===== src/rtl/filter_mode_sequencer.sv =====
// filter_mode_sequencer
//   Control for the colour-channel filter stage. The board switches are
//   synchronised and debounced. An accepted setting is held pending and is
//   applied only at a frame start, so the picture never tears. Mode 11 steps
//   through the six RGB channel permutations every FRAMES_PER_STEP frames.
// Ports
//   iCLK          system clock, rising edge
//   iRST          asynchronous active-high reset
//   iSW[9:0]      raw board switches (asynchronous)
//   iFRAME_START  one-cycle frame-start pulse (vsync)
//   oSW_FILT[9:0] select word to the filter datapath
//   oMODE[1:0]    applied mode: 00 bypass, 10 swap, 01 permutation, 11 auto
//   oPERM[2:0]    applied permutation index
//   oPENDING      accepted setting waiting for the next frame start
//   oSTEP         one-cycle pulse when auto mode advances oPERM
module filter_mode_sequencer #(
  parameter int unsigned DEBOUNCE_CYC    = 500000,
  parameter int unsigned FRAMES_PER_STEP = 30
) (
  input  logic       iCLK,
  input  logic       iRST,
  input  logic [9:0] iSW,
  input  logic       iFRAME_START,
  output logic [9:0] oSW_FILT,
  output logic [1:0] oMODE,
  output logic [2:0] oPERM,
  output logic       oPENDING,
  output logic       oSTEP
);

  localparam int unsigned CNT_W  = $clog2(DEBOUNCE_CYC + 1);
  localparam int unsigned FCNT_W = $clog2(FRAMES_PER_STEP + 1);
  localparam logic [CNT_W-1:0]  CNT_LAST  = CNT_W'(DEBOUNCE_CYC - 1);
  localparam logic [FCNT_W-1:0] FCNT_LAST = FCNT_W'(FRAMES_PER_STEP - 1);

  typedef enum logic {
    S_STABLE   = 1'b0,
    S_DEBOUNCE = 1'b1
  } state_t;

  // Synchroniser
  logic [9:0] r_sw_meta;
  logic [9:0] r_sw_s;

  // Debounce state
  state_t           r_state;
  logic [9:0]       r_sw_db;
  logic [9:0]       r_cand;
  logic [CNT_W-1:0] r_cnt;

  state_t           w_state_nx;
  logic [9:0]       w_cand_nx;
  logic [CNT_W-1:0] w_cnt_nx;
  logic             w_accept;

  // Apply / auto-cycle state
  logic [9:0]        r_pend_cfg;
  logic              r_pending;
  logic [1:0]        r_mode;
  logic [2:0]        r_perm;
  logic [9:0]        r_sw_filt;
  logic [FCNT_W-1:0] r_fcnt;
  logic              r_step;
  logic [2:0]        w_perm_nx;

  always_ff @(posedge iCLK or posedge iRST) begin
    if (iRST) begin
      r_sw_meta <= '0;
      r_sw_s    <= '0;
    end else begin
      r_sw_meta <= iSW;
      r_sw_s    <= r_sw_meta;
    end
  end

  always_ff @(posedge iCLK or posedge iRST) begin
    if (iRST) begin
      r_state <= S_STABLE;
      r_sw_db <= '0;
      r_cand  <= '0;
      r_cnt   <= '0;
    end else begin
      r_state <= w_state_nx;
      r_cand  <= w_cand_nx;
      r_cnt   <= w_cnt_nx;
      if (w_accept) begin
        r_sw_db <= r_sw_s;
      end
    end
  end

  // The entry cycle into S_DEBOUNCE already counts as the first stable
  // sample, so the acceptance test is on the incremented count. With
  // DEBOUNCE_CYC == 1 the first differing sample is accepted directly.
  always_comb begin
    w_state_nx = r_state;
    w_cand_nx  = r_cand;
    w_cnt_nx   = r_cnt;
    w_accept   = 1'b0;
    case (r_state)
      S_STABLE: begin
        if (r_sw_s != r_sw_db) begin
          w_cand_nx = r_sw_s;
          w_cnt_nx  = '0;
          if (DEBOUNCE_CYC == 1) begin
            w_accept = 1'b1;
          end else begin
            w_state_nx = S_DEBOUNCE;
          end
        end
      end
      S_DEBOUNCE: begin
        if (r_sw_s == r_sw_db) begin
          w_state_nx = S_STABLE;
        end else if (r_sw_s != r_cand) begin
          w_cand_nx = r_sw_s;
          w_cnt_nx  = '0;
        end else begin
          w_cnt_nx = r_cnt + 1'b1;
          if (w_cnt_nx == CNT_LAST) begin
            w_accept   = 1'b1;
            w_state_nx = S_STABLE;
          end
        end
      end
      default: w_state_nx = S_STABLE;
    endcase
  end

  assign w_perm_nx = (r_perm == 3'd5) ? 3'd0 : r_perm + 3'd1;

  always_ff @(posedge iCLK or posedge iRST) begin
    if (iRST) begin
      r_pend_cfg <= '0;
      r_pending  <= 1'b0;
      r_mode     <= '0;
      r_perm     <= '0;
      r_sw_filt  <= '0;
      r_fcnt     <= '0;
      r_step     <= 1'b0;
    end else begin
      r_step <= 1'b0;
      if (iFRAME_START && r_pending) begin
        r_mode <= r_pend_cfg[9:8];
        r_fcnt <= '0;
        case (r_pend_cfg[9:8])
          2'b11: begin
            r_perm    <= '0;
            r_sw_filt <= {2'b01, 5'b00000, 3'b000};
          end
          2'b00: begin
            r_perm    <= '0;
            r_sw_filt <= r_pend_cfg;
          end
          default: begin
            r_perm    <= r_pend_cfg[2:0];
            r_sw_filt <= r_pend_cfg;
          end
        endcase
      end else if (iFRAME_START && (r_mode == 2'b11)) begin
        if (r_fcnt == FCNT_LAST) begin
          r_fcnt         <= '0;
          r_perm         <= w_perm_nx;
          r_sw_filt[2:0] <= w_perm_nx;
          r_step         <= 1'b1;
        end else begin
          r_fcnt <= r_fcnt + 1'b1;
        end
      end

      // A fresh acceptance wins over clearing, so one that lands on a
      // frame-start cycle stays pending for the following frame.
      if (w_accept) begin
        r_pend_cfg <= r_sw_s;
        r_pending  <= 1'b1;
      end else if (iFRAME_START) begin
        r_pending <= 1'b0;
      end
    end
  end

  assign oSW_FILT = r_sw_filt;
  assign oMODE    = r_mode;
  assign oPERM    = r_perm;
  assign oPENDING = r_pending;
  assign oSTEP    = r_step;

endmodule


===== config.mk =====
export PLATFORM = sky130hd
export DESIGN_NAME = filter_mode_sequencer
export DESIGN_NICKNAME = d
export VERILOG_FILES = /design/src/rtl/filter_mode_sequencer.sv
export SDC_FILE = /design/constraint.sdc
export NUM_CORES = 1
export LEC_CHECK = 0
export BUFFER_PORTS_ARGS = -buffer_cell sky130_fd_sc_hd__buf_4
export CAP_MARGIN = 10
export CORE_MARGIN = 2
export CORE_UTILIZATION = 50
export DETAILED_ROUTE_END_ITERATION = 10
export PLACE_DENSITY = 0.81
export SLEW_MARGIN = 20
export SYNTH_ARGS = -nofsm -noshare
export SYNTH_HDL_FRONTEND = slang
export SYNTH_SLANG_ARGS = --single-unit

===== constraint.sdc =====
create_clock -name iCLK -period 2.75 [get_ports iCLK]
set_input_delay 0.55 -clock iCLK [delete_from_list [all_inputs] [get_ports iCLK]]
set_output_delay 0.55 -clock iCLK [all_outputs]
set_load 0.01 [all_outputs]

==> implementation parameters, run 1 <==
Parameter                              Value

Power and ir drop
  Switching Share    0.2234
  Peak ir drop on the vdd network    0.4222 mV
  Share of total power in sequential cells    0.514
  Design Power    0.002476 W
  PwrDens    550.0 nW/um2
  Internal power    0.001923 W
  Switching Power    0.0005530 W
  P_leak    1.966 nW
  Portion of total power attributed to the clock network    0.429
  Logic gate share of total power    0.056

CTS
  Clock network latency to the later pin of the worst-skew pair    360 ps
  Clock Tree Buf Depth    2
  Library cell used as clock root buffer    clkbuf_8
  Count of hold-fix buffers inserted at cts    0
  Clock-pin slew of the registers on the worst-case setup and hold paths    90 ps
  H-tree level count    3
  TritonCTS clock tree    yes
  TritonCTS buffer count    9
  Clock tree sinks    82

GRT
  Global-route wire length before repair    12.79 mm
  Via count of the first global-routing pass    2713
  Total GRT Usage    0.1920
  Maximum number of pins on one net before global-route repair    83
  Number of antenna violations at the first check in global routing    0
  Total grt overflow    0

Worst setup path
  Sort of element at the end of the critical path    flip-flop
  Critical path's slowest cell    dfrtp_1
  Critical Path, Cell by Cell    ha_1 > and4_2 > nand3_1 > mux2i_1 > a2bb2oi_1 > nor4_2 > nand4_2 > buf_4 > mux2_4
  CP Class    flip-flop to flip-flop
  CP startpoint kind    flip-flop
  Crit Path Max Fanout    11
  Crit path arrival time    2770 ps
  Peak per-stage delay on the critical path    460 ps
  Buf+Inv Stages, Crit Path    1
  Required time of the critical path    3000 ps
  Cell class contributing the biggest share of worst-path delay    simple AND/OR/NAND/NOR gates

Drt
  Detail-routed net length per standard cell    14.80 um
  Drt via density    5.488
  Drt initial violations    183
  Detailed-router iteration count before antenna repair    4
  WL final    7.340 mm
  Number of design rule violations left after detail routing    0
  Remaining number of nets flagged by the antenna check after routing    0
  Count of vias placed by the detailed router    2722

Floorplanning
  Die height    92.12 um
  Floorplan die area    8486 um2
  Core area    7607 um2
  Die extent in x    92.12 um
  Top-level port count    30
  Std cell rows    32
  Starting utilization of the core area    0.5104

STA
  Transition time of the tightest slew-check pin    648.3 ps
  Maximum clock rate    395.7 MHz
  Final Hold Fails    0
  Max Transition Viols Final    0
  TNS Setup    0 ps
  Final setup violation count    0
  Minimum clock period after layout    2527 ps
  Max-Slew Margin vs Limit    0.5669
  Post-Route Skew    11.92 ps
  Share of the clock period used by the worst path after layout    0.9191
  RSZ-0062 raised after global routing    false

Synth
  Synthesized area per cell    10.91 um2
  Mapped Nets    375
  Netlist area before placement    3882 um2
  Share of the yosys chip area belonging to registers    0.5285
  FF+latch count, synth    82
  Top-area cell type share of the netlist area    0.5285
  Main area contributors after synthesis    dfrtp_1 (53%), xnor2_1 (5.0%), mux2_2 (4.4%)
  Synthesized netlist cell count    356
  Area leader, netlist    dfrtp_1
  Yosys Warn Count    0
  Count of different cell masters after synthesis    41

Cells and area
  Share of the core filled with cells    0.5918
  Layout cells sized above 1    0.2310
  Antenna Cells    0
  Post-route insts no fill    496
  Fin nets    408
  Area growth from synthesis to final layout    15.95%

Place
  Post-placement cell count    480
  Final weighted congestion in routability-driven placement    0.8216
  Port Buf Inserts    29
  Post-DP HPWL    4.984 mm

Min path
  Min-Delay Path Class    input pin to asynchronous set/reset pin

Run
  Number of maximum-capacitance violations    0

Run status
  Result of the run    complete, no violations
==> worst register-to-register path, stage by stage, from the launching register on <==
cell	delay (ps)
dfrtp_1	460
ha_1	200
and4_2	330
nand3_1	150
mux2i_1	150
a2bb2oi_1	140
nor4_2	360
nand4_2	110
buf_4	220
mux2_4	310
==> power groups by stage <==
stage	clock network (W)	registers (W)	logic, W
after floorplan	0	0.00130	0.0000784
after global placement	0	0.00130	0.000136
after detailed placement	0	0.00130	0.000141
after CTS	0.00109	0.00127	0.000143
after global routing	0.00115	0.00128	0.000156
final	0.00106	0.00127	0.000139
==> cell usage after synthesis <==
cell,count
dfrtp_1,82
o21ai_0,30
nand2_1,26
nor2_1,24
xnor2_1,22
mux2_2,15
clkbuf_1,13
nand4_1,13
a21oi_1,11
o31ai_1,11
nand3_1,10
mux2_4,9
xor2_1,9
a31oi_1,8
inv_1,8
nor2b_1,8
ha_1,6
nand2b_1,6
nor3_1,6
o41ai_1,5
buf_2,4
nor3b_1,3
a41oi_1,2
and2_1,2
and3_1,2
and4_1,2
nand4_2,2
nor4_2,2
o22ai_1,2
or4b_1,2
a2bb2oi_1,1
and2b_2,1
and4_2,1
buf_6,1
mux2i_1,1
nand3b_1,1
nor3_2,1
nor4_1,1
o21a_1,1
or2_2,1
or3_4,1
==> final cells by class <==
| cell class | count | area [um2] |
|---|---|---|
| Clock buffer | 9 | 123.9 |
| Inverter | 8 | 31.28 |
| Multi-Input combinational cell | 248 | 1730 |
| Clock inverter | 7 | 123.9 |
| Timing Repair Buffer | 40 | 312.8 |
| Tap cell | 102 | 127.6 |
| Sequential cell | 82 | 2052 |
| Fill cell | 633 | 3105 |
==> sequential cells by signal, summed over array words and instances (netlist names), 2 cells and up <==
name,cells
oMODE,2
oPERM,3
oSW_FILT,10
r_cand,10
r_cnt,19
r_fcnt,5
r_pend_cfg,10
r_sw_meta,10
r_sw_s,10
==> cell usage in the layout (no fill, tap or decap), types with 3 or more instances in the layout <==
master | Yosys | final
dfrtp_1 | 82 | 82
buf_4 | 0 | 39
o21ai_0 | 30 | 30
nand2_1 | 26 | 26
nor2_1 | 24 | 24
xnor2_1 | 22 | 22
mux2_2 | 15 | 15
nand4_1 | 13 | 13
a21oi_1 | 11 | 11
o31ai_1 | 11 | 11
nand3_1 | 10 | 10
xor2_1 | 9 | 9
mux2_4 | 9 | 9
clkbuf_8 | 0 | 9
nor2b_1 | 8 | 8
a31oi_1 | 8 | 8
inv_1 | 8 | 7
nor3_1 | 6 | 6
nand2b_1 | 6 | 6
ha_1 | 6 | 6
o41ai_1 | 5 | 5
nor3b_1 | 3 | 3
bufinv_16 | 0 | 3
inv_6 | 0 | 3
==> cells by family after synthesis <==
logic type,synth area share
AOI/OAI and AO/OA,0.1102
buffers and inverters,0.02836
DFF,0.5285
adders and majority gates,0.01934
xor gates and xnor gates,0.06993
and+or+nand+nor,0.1627
muxes,0.08089
==> final timing paths <==
check | start | to | slack [ps] | cells after the start
max | r_cnt[0] | r_pend_cfg[3] | 220 | 9
min | iRST | r_sw_s[5] | 280 | 3
max reg2reg | r_cnt[0] | r_pend_cfg[3] | 220 | 9
min reg2reg | r_sw_meta[7] | r_sw_s[7] | 340 | 0
max in group asynchronous | iRST | r_fcnt[3] | 2160 | 3
min in group iCLK | iSW[7] | r_sw_meta[7] | 300 | 1
==> repair_timing <==
item | 4_1_cts | 5_1_grt
gates resized for setup | 0 | 1
setup buffers | 0 | 0
endpoints found under the setup margin | 0 | 10
==> per-layer routing <==
metal / global-route usage / vias to the layer above / share of wire
li1: - / 1334 / -
met1: 0.2462 / 1317 / 0.45
met2: 0.3125 / 59 / 0.49
met3: 0.05177 / 12 / 0.043
met4: 0.07214 / 0 / 0.014
met5: 0 / - / 0
==> per-stage QoR <==
step | hold slack (ps) | setup WS [ps] | area [um2]
after floorplan | 331.2 | 91.56 | 3882
after global placement | 333.8 | 285.5 | 4253
after detailed placement | 334.7 | 180.4 | 4253
after CTS | 289.7 | 155.7 | 4501
after global routing | 279.0 | 28.49 | 4502
final | 282.7 | 222.6 | 4502
(Power assumes the default switching activity.)
==> run 2, diff against run 1 <==
--- a/config.mk
+++ b/config.mk
@@ -10,7 +10,7 @@
 export CORE_MARGIN = 2
 export CORE_UTILIZATION = 50
 export DETAILED_ROUTE_END_ITERATION = 10
-export PLACE_DENSITY = 0.81
+export PLACE_DENSITY = 0.78
 export SLEW_MARGIN = 20
 export SYNTH_ARGS = -nofsm -noshare
 export SYNTH_HDL_FRONTEND = slang
==> implementation parameters, run 2 (synthesis gave the netlist of run 1 again) <==
Parameter                              Value

Cells and area
  Area growth from synthesis to final layout    14.95%
  Leading cell type in the layout, fill and taps excluded    dfrtp_1
  Layout cells sized above 1    0.2296
  Share of the core filled with cells    0.5867
  Fin nets    406
  Register with the most flip-flops    r_cnt
  Largest register FFs    19
  Multi-input combinational cell area    1733 um2
  Commonest cells after routing, fill and taps aside    dfrtp_1 (82), buf_4 (36), o21ai_0 (30)
  Final-layout fill cell count    638
  Reg area    2052 um2
  Antenna Cells    0

Drt
  Detail-routed net length per standard cell    14.41 um
  Remaining number of nets flagged by the antenna check after routing    0
  Drt via density    5.536
  Detailed-router iteration count before antenna repair    4
  WL final    7.118 mm
  Drt initial violations    153
  Count of vias placed by the detailed router    2735
  Number of design rule violations left after detail routing    0

CTS
  H-tree level count    3
  Clock tree sinks    82
  Clock Tree Buf Depth    2
  Library cell used as clock root buffer    clkbuf_8
  Clock-pin slew of the registers on the worst-case setup and hold paths    90 ps
  TritonCTS clock tree    yes
  Count of hold-fix buffers inserted at cts    0
  Clock network latency to the later pin of the worst-skew pair    350 ps
  TritonCTS buffer count    9

Power and ir drop
  PwrDens    519.5 nW/um2
  P_leak    1.944 nW
  Peak ir drop on the vdd network    0.4724 mV

Place
  Final weighted congestion in routability-driven placement    0.8238
  Port Buf Inserts    29
  Post-DP HPWL    4.868 mm

Worst setup path
  Reg-to-reg slack, setup    190 ps
  Sort of element at the end of the critical path    flip-flop
  Required time of the critical path    2990 ps
  CP Class    flip-flop to flip-flop
  RR Startpoint    r_cnt[0]
  Depth of the most critical reg-to-reg path    9
  CP startpoint kind    flip-flop
  Endpoint of the worst register-to-register path    r_pend_cfg[9]
  Crit path arrival time    2800 ps
  Crit Path Max Fanout    11

GRT
  Global-route wire length before repair    12.15 mm
  Total GRT Usage    0.1822
  Via count of the first global-routing pass    2582
  Number of antenna violations at the first check in global routing    0
  Maximum number of pins on one net before global-route repair    72
  Total grt overflow    0

STA
  Maximum clock rate    390.8 MHz
  Max-Slew Margin vs Limit    0.5935
  Final Hold Fails    0
  Share of the clock period used by the worst path after layout    0.9304
  Transition time of the tightest slew-check pin    608.5 ps
  Final setup violation count    0
  TNS Setup    0 ps
  Max Transition Viols Final    0
  Post-Route Skew    4.629 ps
  RSZ-0062 raised after global routing    false
  Minimum clock period after layout    2559 ps

Floorplanning
  Die extent in x    92.12 um
  Std cell rows    32
  Die height    92.12 um
  Core area    7607 um2
  Floorplan die area    8486 um2
  Top-level port count    30
  Starting utilization of the core area    0.5104

Min path
  Min-Delay Path Class    input pin to asynchronous set/reset pin

Run
  Number of maximum-capacitance violations    0

Run status
  Result of the run    complete, no violations
==> run 2: cell types whose count changed in the layout (fill, tap and decap cells not counted), sizes merged <==
cell      before  now
buf           40   38
bufinv         3    1
clkinv         1    3
clkinvlp       1    0
inv           10   11
==> run 2: power by group <==
group / switching, W / internal [W] / leakage [nW]
clock network: 0.000469 / 0.000439 / 0.107
logic: 0.0000681 / 0.0000693 / 0.779
registers: 0.0000323 / 0.00124 / 1.06
total: 0.000570 / 0.00175 / 1.94
==> run 2: through the flow <==
step / setup slack [ps] / total power (W) / hold WS (ps) / cells / area [um2]
detailed placement: 183.4 / 0.001438 / 335.5 / 478 / 4250
global route: 33.53 / 0.002420 / 101.6 / 494 / 4463
global placement: 265.3 / 0.001430 / 332.9 / 478 / 4250
CTS: 159.9 / 0.002351 / 84.78 / 494 / 4459
finish: 191.3 / 0.002319 / 96.83 / 494 / 4463
floorplan: 91.56 / 0.001375 / 331.2 / 356 / 3882
==> run 2: worst max-delay path, stage by stage (launching register included) <==
cell       delay, ps
dfrtp_1          460
ha_1             200
and4_2           320
nand3_1          140
mux2i_1          150
a2bb2oi_1        140
nor4_2           380
nand4_2          120
buf_4            230
mux2_4           310
==> run 2: area by class of cell <==
type,instances,share of cell area
Multi-Input combinational cell,248,0.3883
Clock inverter,7,0.01906
Inverter,8,0.007009
Tap cell,102,0.02860
Clock buffer,9,0.02775
Timing Repair Buffer,38,0.06953
Sequential cell,82,0.4598
==> run 2: how the worst max path moves through the flow <==
stage	from	endpoint	depth (start not counted)
final	r_cnt[0]	r_pend_cfg[9]	9
after global routing	r_cnt[0]	r_pend_cfg[9]	9
after CTS	r_cnt[0]	r_pend_cfg[9]	9
after detailed placement	r_cnt[0]	r_pend_cfg[9]	9
after global placement	r_cnt[0]	r_pend_cfg[3]	9
after floorplan	iRST	oMODE[0]	1
==> run 2: layer usage <==
layer | up-vias | GRT usage | share of wire
met3 | 4 | 0.04930 | 0.049
li1 | 1323 | - | -
met1 | 1339 | 0.2488 | 0.46
met5 | - | 0 | 0
met4 | 0 | 0.05224 | 0.011
met2 | 69 | 0.2880 | 0.48
==> run 2: what timing repair did <==
| item | CTS | global route |
|---|---|---|
| buffers inserted | 0 | 0 |
| setup endpoints to repair | 0 | 10 |
| resized for setup | 0 | 2 |
==> run 3, diff against run 2 <==
--- a/config.mk
+++ b/config.mk
@@ -9,8 +9,10 @@
 export CAP_MARGIN = 10
 export CORE_MARGIN = 2
 export CORE_UTILIZATION = 50
+export CTS_CLUSTER_SIZE = 16
 export DETAILED_ROUTE_END_ITERATION = 10
-export PLACE_DENSITY = 0.78
+export PLACE_DENSITY = 0.75
+export REMOVE_ABC_BUFFERS = 1
 export SLEW_MARGIN = 20
 export SYNTH_ARGS = -nofsm -noshare
 export SYNTH_HDL_FRONTEND = slang
==> constraint.sdc (replaced) <==
create_clock -name iCLK -period 2.5 [get_ports iCLK]
set_input_delay 0.5 -clock iCLK [delete_from_list [all_inputs] [get_ports iCLK]]
set_output_delay 0.5 -clock iCLK [all_outputs]
set_load 0.01 [all_outputs]
==> implementation parameters, run 3 (synthesis gave the netlist of run 1 again) <==
Parameter                              Value

Cells and area
  Area growth from synthesis to final layout    18.27%
  Layout cells sized above 1    0.2659
  Share of the core filled with cells    0.6036
  Antenna Cells    0
  Final-layout fill cell count    631
  Commonest cells after routing, fill and taps aside    dfrtp_1 (80), buf_4 (54), o21ai_0 (30)
  Fin nets    424
  Largest register FFs    19
  Leading cell type in the layout, fill and taps excluded    dfrtp_1
  Register with the most flip-flops    r_cnt

Floorplanning
  Die extent in x    92.12 um
  Die height    92.12 um
  Starting utilization of the core area    0.5104
  Floorplan die area    8486 um2
  Core area    7607 um2
  Top-level port count    30
  Std cell rows    32

GRT
  Maximum number of pins on one net before global-route repair    64
  Via count of the first global-routing pass    2759
  Number of antenna violations at the first check in global routing    0
  Global-route wire length before repair    12.84 mm
  Total GRT Usage    0.1930
  Total grt overflow    0

CTS
  Clock Tree Buf Depth    2
  Library cell used as clock root buffer    clkbuf_8
  TritonCTS buffer count    9
  Clock network latency to the later pin of the worst-skew pair    360 ps
  TritonCTS clock tree    yes
  Clock-pin slew of the registers on the worst-case setup and hold paths    90 ps
  H-tree level count    3
  Count of hold-fix buffers inserted at cts    0
  Clock tree sinks    82

STA
  Final setup violation count    0
  Post-Route Skew    7.607 ps
  Maximum clock rate    420.3 MHz
  Share of the clock period used by the worst path after layout    0.9518
  TNS Setup    0 ps
  Minimum clock period after layout    2380 ps
  Minimum hold slack    112.1 ps
  Transition time of the tightest slew-check pin    446.2 ps
  Worst path setup slack after routing    120.5 ps
  Final Hold Fails    0
  Max-Slew Margin vs Limit    0.7003
  Max Transition Viols Final    0

Drt
  Number of design rule violations left after detail routing    0
  Detail-routed net length per standard cell    14.71 um
  WL final    7.530 mm
  Detailed-router iteration count before antenna repair    4
  Count of vias placed by the detailed router    2822
  Drt via density    5.512
  Remaining number of nets flagged by the antenna check after routing    0
  Drt initial violations    129

Run status
  Result of the run    complete, no violations

Worst setup path
  Sort of element at the end of the critical path    flip-flop
  Required time of the critical path    2740 ps
  Crit path arrival time    2620 ps
  Crit Path Max Fanout    11
  First element of the critical path    r_cnt[0]
  Reg-to-reg slack, setup    120 ps
  Depth of the most critical reg-to-reg path    9
  CP startpoint kind    flip-flop
  RR Startpoint    r_cnt[0]
  CP Class    flip-flop to flip-flop
  Endpoint of the worst register-to-register path    r_pend_cfg[7]

Place
  Port Buf Inserts    29
  Final weighted congestion in routability-driven placement    0.8377
  Worst slack, placed    62.70 ps
  Post-DP HPWL    5.252 mm

Run
  Number of maximum-capacitance violations    0

Power and ir drop
  P_leak    2.031 nW
  PwrDens    556.3 nW/um2
  Peak ir drop on the vdd network    0.4358 mV

Min path
  Min-Delay Path Class    input pin to asynchronous set/reset pin
run 3: area by class of cell:
cell class / count / area (um2) / area share
Tap cell: 102 / 127.6 / 0.02779
Clock inverter: 7 / 86.33 / 0.01880
Multi-Input combinational cell: 248 / 1732 / 0.3771
Timing Repair Buffer: 56 / 436.7 / 0.09510
Sequential cell: 82 / 2054 / 0.4474
Inverter: 8 / 31.28 / 0.006812
Clock buffer: 9 / 123.9 / 0.02698
run 3: how the worst max path moves through the flow:
stage | cells after the start | slack [ps] | to
5_1_grt | 10 | -7 | r_pend_cfg[7]
4_1_cts | 9 | 40 | r_pend_cfg[7]
3_3_place_gp | 9 | 170 | r_pend_cfg[7]
6_report | 9 | 120 | r_pend_cfg[7]
2_1_floorplan | 6 | -270 | r_pend_cfg[8]
3_5_place_dp | 9 | 60 | r_pend_cfg[7]
run 3: routing by layer:
layer  track usage  part of all wire  wire, um  up-vias
met3       0.04437             0.039       290       16
li1              -                 -         -     1361
met4       0.09328             0.024       179        0
met5             0                 0         0        -
met2        0.2972              0.46      3493       64
met1        0.2593              0.47      3567     1381
run 3: metrics by stage:
stage,instance area [um2],std cells,power (W)
6_report,4592,512,0.002555
5_1_grt,4592,512,0.002660
4_1_cts,4568,510,0.002584
3_5_place_dp,4358,494,0.001581
3_3_place_gp,4358,494,0.001574
2_1_floorplan,3802,338,0.001512
run 3: critical path, cell delays in order (launching register included):
cell	delay [ps]
dfrtp_1	410
ha_1	220
and4_1	270
nand3_1	120
xor2_1	150
a31oi_1	110
nor4_2	360
nand4_2	130
buf_6	190
mux2_4	310
run 3: what timing repair did:
item | in CTS | in global routing
gates resized for setup | 0 | 4
setup buffers | 0 | 2
setup endpoints to repair | 0 | 10
run 3: power by group:
| part | switching [W] | internal [W] | total, W |
|---|---|---|---|
| Combinational | 0.0000760 | 0.0000763 | 0.000152 |
| Clock | 0.000519 | 0.000482 | 0.00100 |
| Sequential | 0.0000361 | 0.00137 | 0.00140 |
